<file path="config.mk">
export PLATFORM = sky130hd
export DESIGN_NAME = wireframe_ctrl_flat
export DESIGN_NICKNAME = d
export VERILOG_FILES = /design/src/rtl/wireframe_ctrl_if.sv /design/src/rtl/wireframe_ctrl.sv /design/src/flat_wrapper.sv
export SDC_FILE = /design/constraint.sdc
export NUM_CORES = 1
export LEC_CHECK = 0
export BUFFER_PORTS_ARGS = -buffer_cell sky130_fd_sc_hd__buf_2
export CORE_UTILIZATION = 54
export DETAILED_ROUTE_END_ITERATION = 8
export PLACE_DENSITY = 0.9
export SETUP_SLACK_MARGIN = 0.05
export SYNTH_ARGS = -nofsm -noshare
export SYNTH_HDL_FRONTEND = slang
export SYNTH_SLANG_ARGS = --single-unit
</file>
<file path="constraint.sdc">
create_clock -name clk -period 5.2 [get_ports clk]
set_input_delay 0 -clock clk [delete_from_list [all_inputs] [get_ports clk]]
set_output_delay 0 -clock clk [all_outputs]
set_load 0.02 [all_outputs]
</file>
<file path="src/rtl/wireframe_ctrl_if.sv">
// Shared coordinate type and the controller's request/strobe bundle.
// The rasterizer/datapath side takes the master modport, the controller the slave modport.
package wireframe_pkg;
    localparam int COORD_W = 12;

    typedef struct packed {
        logic [COORD_W-1:0] x;
        logic [COORD_W-1:0] y;
    } point2d_t;
endpackage

interface wireframe_if #(
    parameter int OOB_W = 16
);
    logic                     clear_start;
    logic                     frame_end;
    logic                     pix_valid;
    wireframe_pkg::point2d_t  pix_point;
    logic                     pix_ready;
    logic                     plot;
    wireframe_pkg::point2d_t  plot_point;
    logic                     clear;
    wireframe_pkg::point2d_t  clear_point;
    logic                     busy;
    logic                     clear_done;
    logic                     frame_done;
    logic [OOB_W-1:0]         oob_count;

    modport master (
        output clear_start, frame_end, pix_valid, pix_point,
        input  pix_ready, plot, plot_point, clear, clear_point,
        input  busy, clear_done, frame_done, oob_count
    );

    modport slave (
        input  clear_start, frame_end, pix_valid, pix_point,
        output pix_ready, plot, plot_point, clear, clear_point,
        output busy, clear_done, frame_done, oob_count
    );
endinterface

</file>
<file path="src/rtl/wireframe_ctrl.sv">
// Frame buffer write-port sequencer: full-frame clear sweep, then pixel admission
// until frame end, with out-of-range pixels dropped and counted.
`ifndef WIDTH
`define WIDTH 640
`endif
`ifndef HEIGHT
`define HEIGHT 480
`endif

module wireframe_ctrl
    import wireframe_pkg::*;
#(
    parameter int WIDTH  = `WIDTH,
    parameter int HEIGHT = `HEIGHT,
    parameter int OOB_W  = 16
) (
    input  logic         clk,
    input  logic         n_rst,
    wireframe_if.slave   bus
);

    localparam int CX_W = (WIDTH  > 1) ? $clog2(WIDTH)  : 1;
    localparam int CY_W = (HEIGHT > 1) ? $clog2(HEIGHT) : 1;
    localparam logic [CX_W-1:0]    CX_LAST = CX_W'(WIDTH - 1);
    localparam logic [CY_W-1:0]    CY_LAST = CY_W'(HEIGHT - 1);
    localparam logic [COORD_W-1:0] X_LIM   = COORD_W'(WIDTH);
    localparam logic [COORD_W-1:0] Y_LIM   = COORD_W'(HEIGHT);

    typedef enum logic [1:0] {
        S_IDLE,
        S_CLEAR,
        S_DRAW
    } state_t;

    state_t             r_state;
    state_t             w_state_next;
    logic [CX_W-1:0]    r_cx;
    logic [CY_W-1:0]    r_cy;
    logic               r_plot;
    point2d_t           r_plot_point;
    logic               r_clear_done;
    logic               r_frame_done;
    logic [OOB_W-1:0]   r_oob;

    logic               w_sweep_last;
    logic               w_in_range;
    logic               w_accept;
    logic               w_restart;

    always_comb begin
        w_state_next = r_state;
        w_accept     = 1'b0;
        w_restart    = 1'b0;
        w_sweep_last = (r_cx == CX_LAST) && (r_cy == CY_LAST);
        w_in_range   = (bus.pix_point.x < X_LIM) && (bus.pix_point.y < Y_LIM);
        case (r_state)
            S_IDLE: begin
                if (bus.clear_start) begin
                    w_state_next = S_CLEAR;
                    w_restart    = 1'b1;
                end
            end
            S_CLEAR: begin
                if (w_sweep_last) begin
                    w_state_next = S_DRAW;
                end
            end
            S_DRAW: begin
                // clear_start wins over frame_end and blocks the handshake
                if (bus.clear_start) begin
                    w_state_next = S_CLEAR;
                    w_restart    = 1'b1;
                end else begin
                    w_accept = bus.pix_valid;
                    if (bus.frame_end) begin
                        w_state_next = S_IDLE;
                    end
                end
            end
            default: begin
                w_state_next = S_IDLE;
            end
        endcase
    end

    always_ff @(posedge clk or negedge n_rst) begin
        if (!n_rst) begin
            r_state      <= S_IDLE;
            r_clear_done <= 1'b0;
            r_frame_done <= 1'b0;
            r_plot       <= 1'b0;
            r_plot_point <= '0;
        end else begin
            r_state      <= w_state_next;
            r_clear_done <= (r_state == S_CLEAR) && w_sweep_last;
            r_frame_done <= (r_state == S_DRAW) && bus.frame_end && !bus.clear_start;
            r_plot       <= w_accept && w_in_range;
            if (w_accept && w_in_range) begin
                r_plot_point <= bus.pix_point;
            end
        end
    end

    // Sweep counters double as clear_point, so they hold the last point after the sweep.
    always_ff @(posedge clk or negedge n_rst) begin
        if (!n_rst) begin
            r_cx <= '0;
            r_cy <= '0;
        end else if (w_restart) begin
            r_cx <= '0;
            r_cy <= '0;
        end else if ((r_state == S_CLEAR) && !w_sweep_last) begin
            if (r_cx == CX_LAST) begin
                r_cx <= '0;
                r_cy <= r_cy + 1'b1;
            end else begin
                r_cx <= r_cx + 1'b1;
            end
        end
    end

    always_ff @(posedge clk or negedge n_rst) begin
        if (!n_rst) begin
            r_oob <= '0;
        end else if (w_restart) begin
            r_oob <= '0;
        end else if (w_accept && !w_in_range && !(&r_oob)) begin
            r_oob <= r_oob + 1'b1;
        end
    end

    assign bus.pix_ready     = (r_state == S_DRAW) && !bus.clear_start;
    assign bus.plot          = r_plot;
    assign bus.plot_point    = r_plot_point;
    assign bus.clear         = (r_state == S_CLEAR);
    assign bus.clear_point.x = COORD_W'(r_cx);
    assign bus.clear_point.y = COORD_W'(r_cy);
    assign bus.busy          = (r_state != S_IDLE);
    assign bus.clear_done    = r_clear_done;
    assign bus.frame_done    = r_frame_done;
    assign bus.oob_count     = r_oob;

endmodule

</file>
<file path="src/flat_wrapper.sv">
// flat-port wrapper written by rule: the top's interface ports become plain ports
module wireframe_ctrl_flat import wireframe_pkg::*;
#(
    parameter int WIDTH  = `WIDTH,
    parameter int HEIGHT = `HEIGHT,
    parameter int OOB_W  = 16
)
  (clk, n_rst, bus_clear_start, bus_frame_end, bus_pix_valid, bus_pix_point, bus_pix_ready, bus_plot, bus_plot_point, bus_clear, bus_clear_point, bus_busy, bus_clear_done, bus_frame_done, bus_oob_count);
  wireframe_if #(.OOB_W(OOB_W)) bus_i ();
  input  logic clk;
  input  logic n_rst;
  input wire logic [$bits(bus_i.clear_start)-1:0] bus_clear_start;
  input wire logic [$bits(bus_i.frame_end)-1:0] bus_frame_end;
  input wire logic [$bits(bus_i.pix_valid)-1:0] bus_pix_valid;
  input wire logic [$bits(bus_i.pix_point)-1:0] bus_pix_point;
  output wire logic [$bits(bus_i.pix_ready)-1:0] bus_pix_ready;
  output wire logic [$bits(bus_i.plot)-1:0] bus_plot;
  output wire logic [$bits(bus_i.plot_point)-1:0] bus_plot_point;
  output wire logic [$bits(bus_i.clear)-1:0] bus_clear;
  output wire logic [$bits(bus_i.clear_point)-1:0] bus_clear_point;
  output wire logic [$bits(bus_i.busy)-1:0] bus_busy;
  output wire logic [$bits(bus_i.clear_done)-1:0] bus_clear_done;
  output wire logic [$bits(bus_i.frame_done)-1:0] bus_frame_done;
  output wire logic [$bits(bus_i.oob_count)-1:0] bus_oob_count;
  assign bus_i.clear_start = bus_clear_start;
  assign bus_i.frame_end = bus_frame_end;
  assign bus_i.pix_valid = bus_pix_valid;
  assign bus_i.pix_point = bus_pix_point;
  assign bus_pix_ready = bus_i.pix_ready;
  assign bus_plot = bus_i.plot;
  assign bus_plot_point = bus_i.plot_point;
  assign bus_clear = bus_i.clear;
  assign bus_clear_point = bus_i.clear_point;
  assign bus_busy = bus_i.busy;
  assign bus_clear_done = bus_i.clear_done;
  assign bus_frame_done = bus_i.frame_done;
  assign bus_oob_count = bus_i.oob_count;
  wireframe_ctrl #(.WIDTH(WIDTH), .HEIGHT(HEIGHT), .OOB_W(OOB_W)) u_core (.clk(clk), .n_rst(n_rst), .bus(bus_i));
endmodule
</file>
## Yosys cells after proc, flatten, opt, wreduce, memory -nomap -nowiden

Index checks and enable logic that the tools add are counted.

| cells by class | value |
|---|---|
| add/subtract/negate cells | 3 |
| magnitude comparators | 2 |
| equality and inequality tests | 7 |
| mux-type cells | 17 |
| reductions and logical operators | 23 |

Operators by type and width:

| kind | number |
|---|---|
| 16-bit 2-to-1 mux | 2 |
| 10-bit 2-to-1 mux | 3 |
| 9-bit 2-to-1 mux | 3 |
| 16-bit by 1-bit adder with 16-bit output, second input constant | 1 |
| 16-bit AND reduction | 1 |
| 12-bit by 10-bit less-than comparator with 1-bit output, second input constant | 1 |
| 12-bit by 9-bit less-than comparator with 1-bit output, second input constant | 1 |
| 10-bit by 1-bit adder with 10-bit output, second input constant | 1 |
| 10-bit == test, second input constant | 1 |
| 1-bit logical AND | 10 |
| 9-bit by 1-bit adder with 9-bit output, second input constant | 1 |
| 9-bit == test, second input constant | 1 |
| 2-bit 2-to-1 mux | 4 |
| 2-bit nonzero test | 4 |
| 2-bit case mux with 3 select lines | 1 |
| 1-bit zero test | 4 |
| 1-bit 2-to-1 mux | 4 |
| 3-bit != test, second input constant | 1 |
| 3-bit AND reduction | 1 |
| 2-bit by 1-bit == test with 1-bit output, second input constant | 1 |
| 2-bit == test, second input constant | 1 |
| 2-bit zero test | 1 |
| 2-bit by 1-bit != test with 1-bit output, second input constant | 1 |
| 2-bit != test, second input constant | 1 |
| 2 further kinds | 2 |

| word-level totals | value |
|---|---|
| bits in registers | 64 |
| input bits | 29 |
| output and inout bits | 70 |
| word-level logic and storage cells | 61 |

## Logic depth before layout (Yosys ltp)

Gate-level depths: netlist of the first run.

| depth | value |
|---|---|
| word-level depth | 7 |
| depth in mapped cells | 9 |
| mapped depth without buffers | 6 |

## Least setup slack after synthesis of the first run

Ideal clock, no wire load.

| timing path | value |
|---|---|
| path type | register to register |
| from | register u_core.r_state[0] |
| to | register u_core.r_oob[3] (netlist: u_core.bus.oob_count[3]) |
| library setup time | 0.133 ns |
| arrival | 2.428 ns |
| required time | 5.067 ns |
| path slack | 2.639 ns |
| cell stages (with the launch flop) | 8 |
| path buffers | 2 |
| cell sequence | dfrtp_1 > nor3b_1 > nand2_1 > or3b_2 > clkbuf_1 > clkbuf_1 > o211ai_1 > o31ai_1 |

| on the way | value |
|---|---|
| cells in the longest elaborated chain, start to end | 5 |
| elaborated cells between the ends (all ways) | 9 |
| those cells by class | 1 x eq/ne; 3 x mux; 5 x reduce/logical |

Ends and longest elaborated chain:

| item | line | source |
|---|---|---|
| from (decl) | wireframe_ctrl.sv:35 | `state_t r_state;` |
| from (signal assigned) | wireframe_ctrl.sv:94 | `r_state <= w_state_next;` |
| 2-bit == test | wireframe_ctrl.sv:56 | `case (r_state)` |
| 1-bit 2-to-1 mux | wireframe_ctrl.sv:56 |  |
| 1-bit logical AND (2 in series) | wireframe_ctrl.sv:127 | `end else if (w_accept && !w_in_range && !(&r_oob)) begin` |
| 2-bit nonzero test (no line) | - |  |
| to (signal assigned) | wireframe_ctrl.sv:128 | `r_oob <= r_oob + 1'b1;` |
| to (decl) | wireframe_ctrl.sv:43 | `logic [OOB_W-1:0] r_oob;` |

Several ways; a longest one is shown, not always the timed one.
A chain may end at the register's enable or synchronous reset.

## Final worst setup path of the first run

| timing path | value |
|---|---|
| from | register u_core.r_state[0] |
| to | register u_core.r_plot_point (netlist bit u_core.bus.plot_point[20]) |

| on the way | value |
|---|---|
| cells in the longest elaborated chain, start to end | 3 |

Ends and longest elaborated chain:

| item | line | source |
|---|---|---|
| 2-bit == test | wireframe_ctrl.sv:56 |  |
| 1-bit 2-to-1 mux | wireframe_ctrl.sv:56 |  |
| 1-bit logical AND | wireframe_ctrl.sv:98 | `if (w_accept && w_in_range) begin` |
| to (signal assigned) | wireframe_ctrl.sv:99 | `r_plot_point <= bus.pix_point;` |
| to (decl) | wireframe_ctrl.sv:40 | `point2d_t r_plot_point;` |

No other way between the ends.

==> impl_results.md, run 1 <==
- Final WL: between 7000 and 8000 um
- Max Slew Vio Count: 0
- Initial drt markers: roughly 270
- Routed Antenna Nets: 0
- I/O Buffers: 93
- CP Capture Type: flip-flop
- Clock transition at the registers of the reported paths: 0.07 ns
- Worst setup SP type: flip-flop
- Crit-path slowest cell: nor2_2
- Crit path max fanout: 25
- Critical path's largest stage delay: 0.96 ns
- Outcome: completed
- # Max-Cap Violations: 0
- Wire per inst: around 17 um
- Post-Syn Instances: 277
- Final Cell Area: ~0.0039 mm^2
- Slew @ Worst Pin: 1.21 ns
- Max Clk Rate: 373 MHz
- Clk_skew: 0.0132 ns
- CP arrival: 2.91 ns
- Pin count of the biggest net entering global routing: 65
- CTS Buffer Depth: 2
- Die width: 76.0 um
- CP required: 5.43 ns
- Clock Latency Late Sink: 0.35 ns
- Synth Warn #: 0
- Power Dens Cells: 308 mW/mm^2
- Total GRT Usage: 29.8%
- DRC viols: 0
- Syn avg cell area: 10.7 um^2
- DP Wirelength: 4820 um
- Setup tns final: 0 ns
- Grt total ovfl: 0
- Min Tclk post-route: 2.68 ns
- FF-to-FF setup slack: 2.52 ns
- Yosys reg bits: 64
- Final #Nets: 423
- Syn Std Cell Area: between 0.002 and 0.003 mm^2
- Final Hold Viols: 0
- Async S/R FF share, synth: 100%
- Pleak: 1.90 nW
- Clock Sinks: between 60 and 70
- Initial core utilization: between 50 and 60%
- Number of global-route vias before repair: between 2000 and 3000
- Hold Crit Class: in -> reg
- Num CTS Buffers: 9
- Main synth FF type: dfrtp_1
- Share of the synthesized area in the top cell type: a little over half
- Dpl cells: 429
- DRT Pass-1 Iters: 5
- P&R area growth vs syn: 30.1%
- Htree depth: 3
- PostCTS Resize Cnt: 0
- Finish-stage setup viols: 0
- Buf+Inv Stages, Crit Path: 0
- Initial antenna violation count: 0
- Period utilization: between 50 and 60%
- Cell taking the most area after synthesis: dfrtp_1
- # diodes: 0
- Share of cells above drive strength 1: 33.8%
- Via count: 2769
- Most frequent cell after synthesis: dfrtp_1
- Die H: approximately 76 um
- Seq/Total Area, Yosys: between 50% and 60%
- Die area: ~0.0058 mm^2
- Synth top area cells: dfrtp_1, mux2_2, nand2_1, o21ai_0, nand3_1
- RSZ-0062 raised after global routing: no
- First-pass GRT wire length: 13200 um
- IO Count: 99
- Core area: ~0.0052 mm^2
- Number of synthesized flops with an enable pin: 0
- CTS tree: built
- Post-placement cell area: 0.00344 mm^2
- Root Driver: clkbuf_8
- Critical Path, Cell by Cell: nor3b_1 > nand2_1 > nor2_2 > mux2_2
- Cell family with most CP delay: simple AND/OR/NAND/NOR gates
- Critical Setup Path Class: reg -> reg
- Slew HR: between 10% and 20%
- Top cells by count, synth: dfrtp_1, nand2_1, mux2_2
- Max IR drop VDD: roughly 0.27 mV
- Vias per cell: 5.94
- Tot Pwr: 1.19 mW
- Synth cell types: 42
- Row count: 26
- Placer Congestion: 0.876
- Fin cells: 466
## worst paths after layout
path                                           startpoint                   endpoint  cells after the start
worst max-delay path                    u_core.r_state[0]  u_core.bus.plot_point[20]                      4
worst min-delay path                      bus_clear_start      u_core.bus.frame_done                      3
worst max register to register          u_core.r_state[0]  u_core.bus.plot_point[20]                      4
worst min register to register  u_core.bus.plot_point[14]  u_core.bus.plot_point[14]                      1
max in group asynchronous                           n_rst            u_core.bus.plot                      3
min in group asynchronous                           n_rst   u_core.bus.oob_count[13]                      3
## area by class of cell
cell class / count / area [um^2]
flip-flops and latches: 64 / 1600
repair buffers: 115 / 683
fillers: 365 / 1350
well taps: 70 / 87.6
clock inverters: 5 / 56.3
inverters: 10 / 37.5
clock buffers: 11 / 141
multi-input cells: 191 / 1240
## cell families (layout without fill, tap and decap cells)
| kind of cell | Yosys count | after routing | synth area share (%) |
|---|---|---|---|
| AO/OA/AOI/OAI | 60 | 60 | 13.3 |
| adder cells (fa/ha/maj) | 3 | 3 | 1.27 |
| buffers and inverters | 26 | 141 | 4.48 |
| flip-flops | 64 | 64 | 54.1 |
| multiplexers | 22 | 22 | 8.24 |
| other | 1 | 5 | 0.127 |
| AND/OR/NAND/NOR | 101 | 101 | 18.5 |
## cells in the final DEF (no fill, tap or decap), types with 6 or more instances in the layout
cell type	instances
buf_2	93
dfrtp_1	64
nand2_1	24
dlygate4sd3_1	21
mux2_2	19
o21ai_0	17
nand3_1	15
nand4_1	11
a21oi_1	10
clkbuf_8	10
inv_1	9
nor2_1	9
o211ai_1	8
or3_1	8
nor2b_1	6
o31ai_1	6
## worst register-to-register path, stage by stage, from the launching register on
cell and delay (ns):
dfrtp_1 0.41, nor3b_1 0.55, nand2_1 0.19, nor2_2 0.96, mux2_2 0.46
## metal layers
metal	GRT usage [%]	wire (um)	vias up
met4	15.6	283	0
li1	-	-	1256
met3	7.78	500	23
met5	0	0	-
met2	48.8	4020	135
met1	36.3	3100	1355
## report_power, final
part	internal [mW]	switching, mW	total (mW)
clock network	0.234	0.198	0.431
registers	0.530	0.0412	0.571
logic	0.0714	0.113	0.185
total	0.835	0.352	1.19
## per-stage QoR
step | setup WS, ns | utilization (%) | hold slack, ns
after global routing | 2.35 | 74.0 | 0.0710
after CTS | 2.60 | 74.0 | 0.0537
after global placement | 2.71 | 66.2 | 0.205
after floorplan | 2.64 | - | -0.296
final | 2.52 | 74.0 | 0.0656
after detailed placement | 2.62 | 66.2 | 0.207
## sequential cells by signal (all words and copies together), names as in the netlist
| name | flops |
|---|---|
| u_core.bus.plot_point | 24 |
| u_core.r_cy | 9 |
| u_core.bus.clear_done | 1 |
| u_core.bus.frame_done | 1 |
| u_core.r_state | 2 |
| u_core.r_cx | 10 |
| u_core.bus.oob_count | 16 |
| u_core.bus.plot | 1 |
## repair_timing
item / CTS / global route
setup buffers: 0 / 0
hold buffers: 21 / 0
hold endpoints to repair: 85 / 0
(Power assumes the default switching activity.)
==> run 2, diff against run 1 <==
--- a/config.mk
+++ b/config.mk
@@ -6,9 +6,9 @@
 export NUM_CORES = 1
 export LEC_CHECK = 0
 export BUFFER_PORTS_ARGS = -buffer_cell sky130_fd_sc_hd__buf_2
-export CORE_UTILIZATION = 54
+export CORE_UTILIZATION = 50
 export DETAILED_ROUTE_END_ITERATION = 8
-export PLACE_DENSITY = 0.9
+export PLACE_DENSITY = 0.84
 export SETUP_SLACK_MARGIN = 0.05
 export SYNTH_ARGS = -nofsm -noshare
 export SYNTH_HDL_FRONTEND = slang
==> constraint.sdc (replaced) <==
create_clock -name clk -period 2.5 [get_ports clk]
set_input_delay 0 -clock clk [delete_from_list [all_inputs] [get_ports clk]]
set_output_delay 0 -clock clk [all_outputs]
set_load 0.02 [all_outputs]
==> run 2 against run 1 <==
Sequential cell count unchanged. Core utilization down 4.2 points. Cell count up 2.1%. Sequential power up 110%. Power up 100%. Critical endpoint is now u_core.r_cy[4]. Largest cell class unchanged.
==> impl_results.md, run 2 (same netlist as run 1, synthesis figures left out) <==
- Final Hold Viols: 0 (unchanged)
- DRT Pass-1 Iters: 4 (-1)
- CTS tree: built
- Hold Crit Class: in -> reg
- Max Clk Rate: 434 MHz (+16%)
- Vias per cell: 5.80 (-2.5%)
- Cell family with most CP delay: simple AND/OR/NAND/NOR gates
- Slew @ Worst Pin: 0.788 ns (-0.417 ns)
- IO Count: 99 (unchanged)
- DP Wirelength: 5010 um (+4.1%)
- Outcome: completed
- # diodes: 0 (unchanged)
- Wire per inst: 16.8 um (-1.3%)
- Power Dens Cells: 613 mW/mm^2 (+99%)
- CTS Buffer Depth: 2 (unchanged)
- Share of cells above drive strength 1: 35.9% (+2.1 points)
- Critical path's largest stage delay: 0.55 ns (-0.41 ns)
- Max IR drop VDD: 0.490 mV (+85%)
- Pleak: 1.93 nW (+1.5%)
- Worst hold-check slack: 0.103 ns (+0.0369 ns)
- CP required: 2.76 ns (-2.67 ns)
- Crit-path slowest cell: or4_1
- Clock transition at the registers of the reported paths: 0.07 ns (about the same)
- Clk_skew: 0.0123 ns (-0.000873 ns)
- Commonest non-fill, non-tap cell in the layout: buf_2
- DRC viols: 0 (unchanged)
- Worst setup SP type: flip-flop
- Placer Congestion: 0.786 (-10%)
- Routed Antenna Nets: 0 (unchanged)
- Row count: 27 (+3.8%)
- Die width: 78.9 um (+3.8%)
- RSZ-0062 raised after global routing: yes
- P&R area growth vs syn: 32.1%
- Critical Path, Cell by Cell: ha_1 > nand2_1 > or4_1 > or3_4 > or3_1 > a21oi_1
- Final WL: 7980 um (+0.86%)
- Number of flip-flops under the largest register name: 24 (unchanged)
- Clock Latency Late Sink: 0.35 ns (about the same)
- Num CTS Buffers: 9 (unchanged)
- Critical Setup Path Class: reg -> reg
- Root Driver: clkbuf_8
- Initial drt markers: 228 (-14%)
- Die H: 78.9 um (+3.8%)
- CP arrival: 2.57 ns (-0.34 ns)
- First-pass GRT wire length: 12400 um (-5.9%)
- Core area: 0.00561 mm^2 (+7.7%)
- Min Tclk post-route: 2.30 ns (-0.375 ns)
- Buf+Inv Stages, Crit Path: 0 (unchanged)
- Finish-stage setup viols: 0 (unchanged)
- Grt total ovfl: 0 (unchanged)
- Setup tns final: 0 ns (unchanged)
- I/O Buffers: 93 (unchanged)
- Most frequent cells in the layout: buf_2, dfrtp_1, nand2_1
- Htree depth: 3 (unchanged)
- Initial core utilization: 52.8% (-4.1 points)
- # Max-Cap Violations: 0 (unchanged)
- Max Slew Vio Count: 0 (unchanged)
- Crit path max fanout: 9 (-64%)
- CP Capture Type: flip-flop
- Final #Nets: 431 (+1.9%)
- Number of global-route vias before repair: 2595 (-1.6%)
- Pin count of the biggest net entering global routing: 65 (unchanged)
- Slew HR: 47.5% (+28 points)
- Clock Sinks: 64 (unchanged)
- Via count: 2759 (-0.36%)
- Initial antenna violation count: 0 (unchanged)
- Period utilization: 92.1% (+41 points)
- Total GRT Usage: 26.2% (-3.6 points)
- Die area: 0.00623 mm^2 (+7.8%)
-- run 2: worst paths after layout --
check                                      from                       end  slack [ns]  depth (start not counted)
worst max-delay path             u_core.r_cx[0]            u_core.r_cy[4]        0.20                          6
worst min-delay path            bus_clear_start            u_core.r_cy[1]        0.10                          3
worst max register to register   u_core.r_cx[0]            u_core.r_cy[4]        0.20                          6
worst min register to register   u_core.r_cy[7]            u_core.r_cy[7]        0.50                          1
max in group asynchronous                 n_rst  u_core.bus.oob_count[15]        1.63                          3
min in group asynchronous                 n_rst   u_core.bus.oob_count[5]        0.34                          3
-- run 2: final cells by class --
cell class	count	area [um^2]
Clock buffer	10	138
Clock inverter	6	45.0
Fill cell	430	1700
Inverter	10	37.5
Multi-Input combinational cell	191	1260
Sequential cell	64	1600
Tap cell	72	90.1
Timing Repair Buffer	123	743
-- run 2: report_power, final --
| part | switching (mW) | total (mW) | internal, mW |
|---|---|---|---|
| registers | 0.0875 | 1.19 | 1.10 |
| logic | 0.243 | 0.396 | 0.153 |
| clock network | 0.427 | 0.814 | 0.387 |
-- run 2: timing repair --
action / 4_1_cts / 5_1_grt
resized for setup: 0 / 4
hold buffers: 21 / 0
setup endpoints to repair: 0 / 6
setup buffers: 0 / 0
hold endpoints to repair: 85 / 0
-- run 2: per-stage QoR --
stage	utilization, %	cell area [um^2]	std cells	setup slack (ns)	total power [mW]
floorplan	-	2980	281	0.0662	1.41
global placement	62.6	3510	439	0.232	1.55
detailed placement	62.6	3510	439	0.156	1.57
CTS	69.6	3900	476	0.100	2.39
global route	69.7	3910	476	0.0298	2.50
finish	69.7	3910	476	0.196	2.40
-- run 2: routing by layer --
layer / part of all wire [%] / global-route usage (%)
met4: 2.9 / 15.1
met3: 5.7 / 4.48
met5: 0 / 0
met2: 52 / 43.1
met1: 40 / 32.6
-- run 2: worst reg2reg max path, stage by stage (launching register included) --
cell,delay (ns)
dfrtp_1,0.41
ha_1,0.21
nand2_1,0.09
or4_1,0.55
or3_4,0.41
or3_1,0.38
a21oi_1,0.16
